File: config.mk
export PLATFORM = sky130hd
export DESIGN_NAME = lcv_div_iter
export DESIGN_NICKNAME = d
export VERILOG_FILES = /design/src/rtl/lcv_div_iter.sv
export SDC_FILE = /design/constraint.sdc
export NUM_CORES = 1
export LEC_CHECK = 0
export CAP_MARGIN = 0
export CORE_MARGIN = 4
export CORE_UTILIZATION = 50
export DETAILED_ROUTE_END_ITERATION = 8
export MAX_ROUTING_LAYER = met4
export PLACE_DENSITY = 0.83
export SLEW_MARGIN = 20
export SYNTH_ARGS = -nofsm -noshare
export SYNTH_HDL_FRONTEND = slang
export SYNTH_SLANG_ARGS = --single-unit
File: constraint.sdc
create_clock -name clk -period 7.87 [get_ports clk]
set_clock_uncertainty 0.1 [all_clocks]
set_input_delay 1.1805 -clock clk [delete_from_list [all_inputs] [get_ports clk]]
set_output_delay 1.1805 -clock clk [all_outputs]
set_load 0.005 [all_outputs]
File: src/rtl/lcv_div_iter.sv
// Iterative radix-2 restoring divider, one quotient bit per cycle, signed or unsigned,
// with valid/ready on both sides and fixed WIDTH+1 cycle latency.
module lcv_div_iter #(
    parameter int WIDTH = 32
) (
    input  logic             clk,
    input  logic             rst,
    input  logic             in_valid,
    output logic             in_ready,
    input  logic             is_signed,
    input  logic [WIDTH-1:0] dividend,
    input  logic [WIDTH-1:0] divisor,
    output logic             out_valid,
    input  logic             out_ready,
    output logic [WIDTH-1:0] quotient,
    output logic [WIDTH-1:0] remainder,
    output logic             div_by_zero,
    output logic             overflow
);
    localparam int CW = $clog2(WIDTH + 1);

    typedef enum logic [1:0] {IDLE, RUN, DONE} state_t;

    state_t           state;
    logic [WIDTH-1:0] dvd, dvs, rem;
    logic [CW-1:0]    cnt;
    logic             neg_q, neg_r, dz, ov;

    logic             a_neg, b_neg, qbit;
    logic [WIDTH-1:0] a_mag, b_mag, q_next, r_next, q_fix, r_fix;
    logic [WIDTH:0]   part, diff;

    assign in_ready  = (state == IDLE);
    assign out_valid = (state == DONE);

    always_comb begin
        a_neg = is_signed & dividend[WIDTH-1];
        b_neg = is_signed & divisor[WIDTH-1];
        a_mag = a_neg ? -dividend : dividend;
        b_mag = b_neg ? -divisor : divisor;

        // dvd shifts dividend bits out of its MSB while quotient bits enter at the LSB
        part   = {rem, dvd[WIDTH-1]};
        diff   = part - {1'b0, dvs};
        qbit   = ~diff[WIDTH];
        q_next = {dvd[WIDTH-2:0], qbit};
        r_next = qbit ? diff[WIDTH-1:0] : part[WIDTH-1:0];

        // A zero divisor yields all-ones magnitude; force all ones regardless of sign.
        // The remainder fix-up already reproduces the original dividend in that case.
        q_fix = neg_q ? -q_next : q_next;
        if (dz) q_fix = '1;
        r_fix = neg_r ? -r_next : r_next;
    end

    always_ff @(posedge clk) begin
        if (rst) begin
            state       <= IDLE;
            dvd         <= '0;
            dvs         <= '0;
            rem         <= '0;
            cnt         <= '0;
            neg_q       <= 1'b0;
            neg_r       <= 1'b0;
            dz          <= 1'b0;
            ov          <= 1'b0;
            quotient    <= '0;
            remainder   <= '0;
            div_by_zero <= 1'b0;
            overflow    <= 1'b0;
        end else begin
            case (state)
                IDLE: begin
                    if (in_valid) begin
                        dvd   <= a_mag;
                        dvs   <= b_mag;
                        rem   <= '0;
                        cnt   <= CW'(WIDTH);
                        neg_q <= a_neg ^ b_neg;
                        neg_r <= a_neg;
                        dz    <= (divisor == '0);
                        ov    <= is_signed && (dividend == {1'b1, {(WIDTH-1){1'b0}}})
                                 && (divisor == '1);
                        state <= RUN;
                    end
                end
                RUN: begin
                    dvd <= q_next;
                    rem <= r_next;
                    cnt <= cnt - CW'(1);
                    if (cnt == CW'(1)) begin
                        quotient    <= q_fix;
                        remainder   <= r_fix;
                        div_by_zero <= dz;
                        overflow    <= ov;
                        state       <= DONE;
                    end
                end
                DONE: begin
                    if (out_ready) state <= IDLE;
                end
                default: state <= IDLE;
            endcase
        end
    end
endmodule

==> reports/qor.yml <==
status: "finished, violations left"
violations: "design-rule violations"
drt_wl_total_um: 36000
fin_crit_sh_pct: 63.4
final_max_slew_viol_count: 0
max_stage_delay_ps: 430
grt_use_total_pct: 27.5
gp_congestion: 0.956
cap_violations: 0
start_util_pct: 51.5
die_width_um: 162
ctsLongestPathBuffers: 2
finalHoldViolCount: 0
powerDensity_mw_per_mm2: 505
clk_latency_ps: 450
cp_max_fo: 31
cts_resized: 0
path_cells: "inv_1 -> ha_1 -> fa_1 -> nand2b_1 -> a21o_1 -> a21o_1 -> o211ai_4 -> a21oi_4 -> xnor2_4 -> inv_2 -> nor2_1 -> a21oi_1 -> ha_1 -> o2111ai_1 -> mux2_2 -> o31ai_2 -> a21boi_0 -> xor2_1 -> a211oi_1"
min_path_type: "flip-flop to flip-flop"
synth_area_per_cell_um2: 7.68
layout-drive-gt1-share_pct: 5.86
die_h_um: 162
ys_seq_area_share_pct: 29.5
setup_tns_ps: 0
syn-cell-area_mm2: 0.0118
synth_top_area_share_pct: 29.5
crit_type: "flip-flop to flip-flop"
ys_types: 85
multi_input_area_mm2: 0.00766
first_global_vias: 10700
first_iter_violations: 1217
regArea_mm2: 0.00348
antenna_cells: 0
relSlewSlack_pct: 35.7
syn_inst: 1536
cp.required_ps: 8120
yosysTopAreaCell: "dfxtp_1"
cts_tree: "yes"
synth_common_cells: "184 x nor2_1, 174 x dfxtp_1, 158 x nand2_1"
yosys.cell_count.top_type: "nor2_1"
critical_path.slowest_cell: "inv_2"
wl_per_cell_um: 18.6
num_rows: 55
post-route-min-period_ps: 4990
async_flop_share_pct: 0
syn_to_final_growth_pct: 17.2
yosysWarnings: 0
irDropWorstVdd_uv: 421
cp.buffers_inverters: 2
hpwl_um: 26900
synth_seq_cells: 174
drcViolationCount: 1
fmax_mhz: 200
grt_max_degree: 98
cts_max_level: 4
core_area_mm2: 0.0229
synth_edf_count: 0
first_pass_iters: 9
crit_family: "compound AO/OA/AOI/OAI gates"
nets: 1717
grt_pass1_wl_um: 57000
timing.hold.ws_ps: 353
die_area_mm2: 0.0261
antenna_found_initial: 0
start_kind: "flip-flop"
rsz0062_at_grt: "false"
arrival_ps: 5240
post_cts_buffers: 0
ys.flop_type: "dfxtp_1"
ant_nets: 0
io_buffers: 136
overflow: 0
finalSetupViolCount: 0
synth_nets: 1645
synth.area.top_cells: "dfxtp_1 30%, a21oi_1 6.0%, nor2_1 5.9%"
leakagePower_nw: 4.94
vias_per_cell: 6.09
cts.clk_slew.worst_paths_ps: 70
cts_buffers: 17
fillers: 2052
cts_root_buffer: "clkbuf_16"
end_kind: "flip-flop"
worst_slew_pin_slew_ps: 964
via_count: 11800
holdBufCountCts: 0
io_pins: 137
clkSinkCount: 174
per-layer routing:
metal	global-route usage, %	up-vias	wire, um
li1	-	5701	-
met4	7.96	0	845
met3	3.67	74	2730
met5	-	-	0
met1	39.3	5495	16700
met2	40.9	502	15600
layout by cell type, fill, tap and decap left out, types with 6 or more instances in the layout:
cell type and instances:
a21o_1 12, nand3_1 30, o41ai_1 7, clkdlybuf4s50_1 135, a311oi_1 14, buf_4 13
inv_1 63, xor2_1 61, nand3b_1 10, nand4_1 21, o2111ai_1 7, o21ai_0 42
dfxtp_1 174, xnor2_1 71, nor3_1 35, ha_1 39, a22oi_1 32, or4_1 15
o31a_1 6, nand2_1 158, nor2_1 182, o21a_1 13, or3_1 15, a211oi_1 65
nand2b_1 14, o31ai_1 20, or2_2 7, and2_1 7, mux2i_1 28, nor4_1 16
a31oi_1 36, mux2_2 11, clkbuf_16 17, a21oi_1 142
sequential cells by signal, summed over array words and instances, names as in the netlist:
name,cells
dvs,32
rem,32
neg_q,1
quotient,32
cnt,6
dvd,32
overflow,1
ov,1
div_by_zero,1
state,2
remainder,32
neg_r,1
dz,1
layout make-up:
type	count	area share (%)
Inverter	65	1.76
Timing Repair Buffer	148	10.5
Sequential cell	174	25.2
Multi-Input combinational cell	1202	55.4
Clock inverter	15	1.28
Tap cell	313	2.83
Clock buffer	17	3.08
stage by stage:
step	power (mW)	area (um2)	setup WS [ps]	util (%)	cells
floorplan	4.97	11800	3400	-	1536
global placement	5.93	13200	3150	57.7	1902
detailed placement	5.98	13200	2980	57.7	1902
CTS	6.86	13800	2950	60.3	1934
global route	7.46	13800	2610	60.3	1934
finish	6.98	13800	2880	60.3	1934
cells by family after synthesis:
kind of cell / share of synthesized area [%]
xor+xnor: 10.0
simple gates: 21.9
buf+inv: 5.76
fa+ha+maj: 4.30
mux: 3.42
flops: 29.5
compound gates: 25.1
worst register-to-register path, stage by stage, from the launching register on:
cell       delay, ps
dfxtp_1          400
inv_1             60
ha_1             220
fa_1             400
nand2b_1         190
a21o_1           190
a21o_1           230
o211ai_4         260
a21oi_4          100
xnor2_4          140
inv_2            440
nor2_1            90
a21oi_1          250
ha_1             340
o2111ai_1        150
mux2_2           360
o31ai_2          330
a21boi_0         320
xor2_1           100
a211oi_1         240
final timing paths:
path	startpoint	endpoint	slack, ps	depth (start not counted)
setup / recovery	dvd[31]	remainder[18]	2880	19
hold / removal	remainder[6]	remainder[6]	350	2
setup reg to reg	dvd[31]	remainder[18]	2880	19
hold reg to reg	remainder[6]	remainder[6]	350	2
where the power goes:
part           internal [mW]  switching (mW)
sequential              1.00           0.166
clock                  0.453           0.409
combinational           1.86            3.09
total                   3.32            3.67
Power figures use the tool's default switching activity.
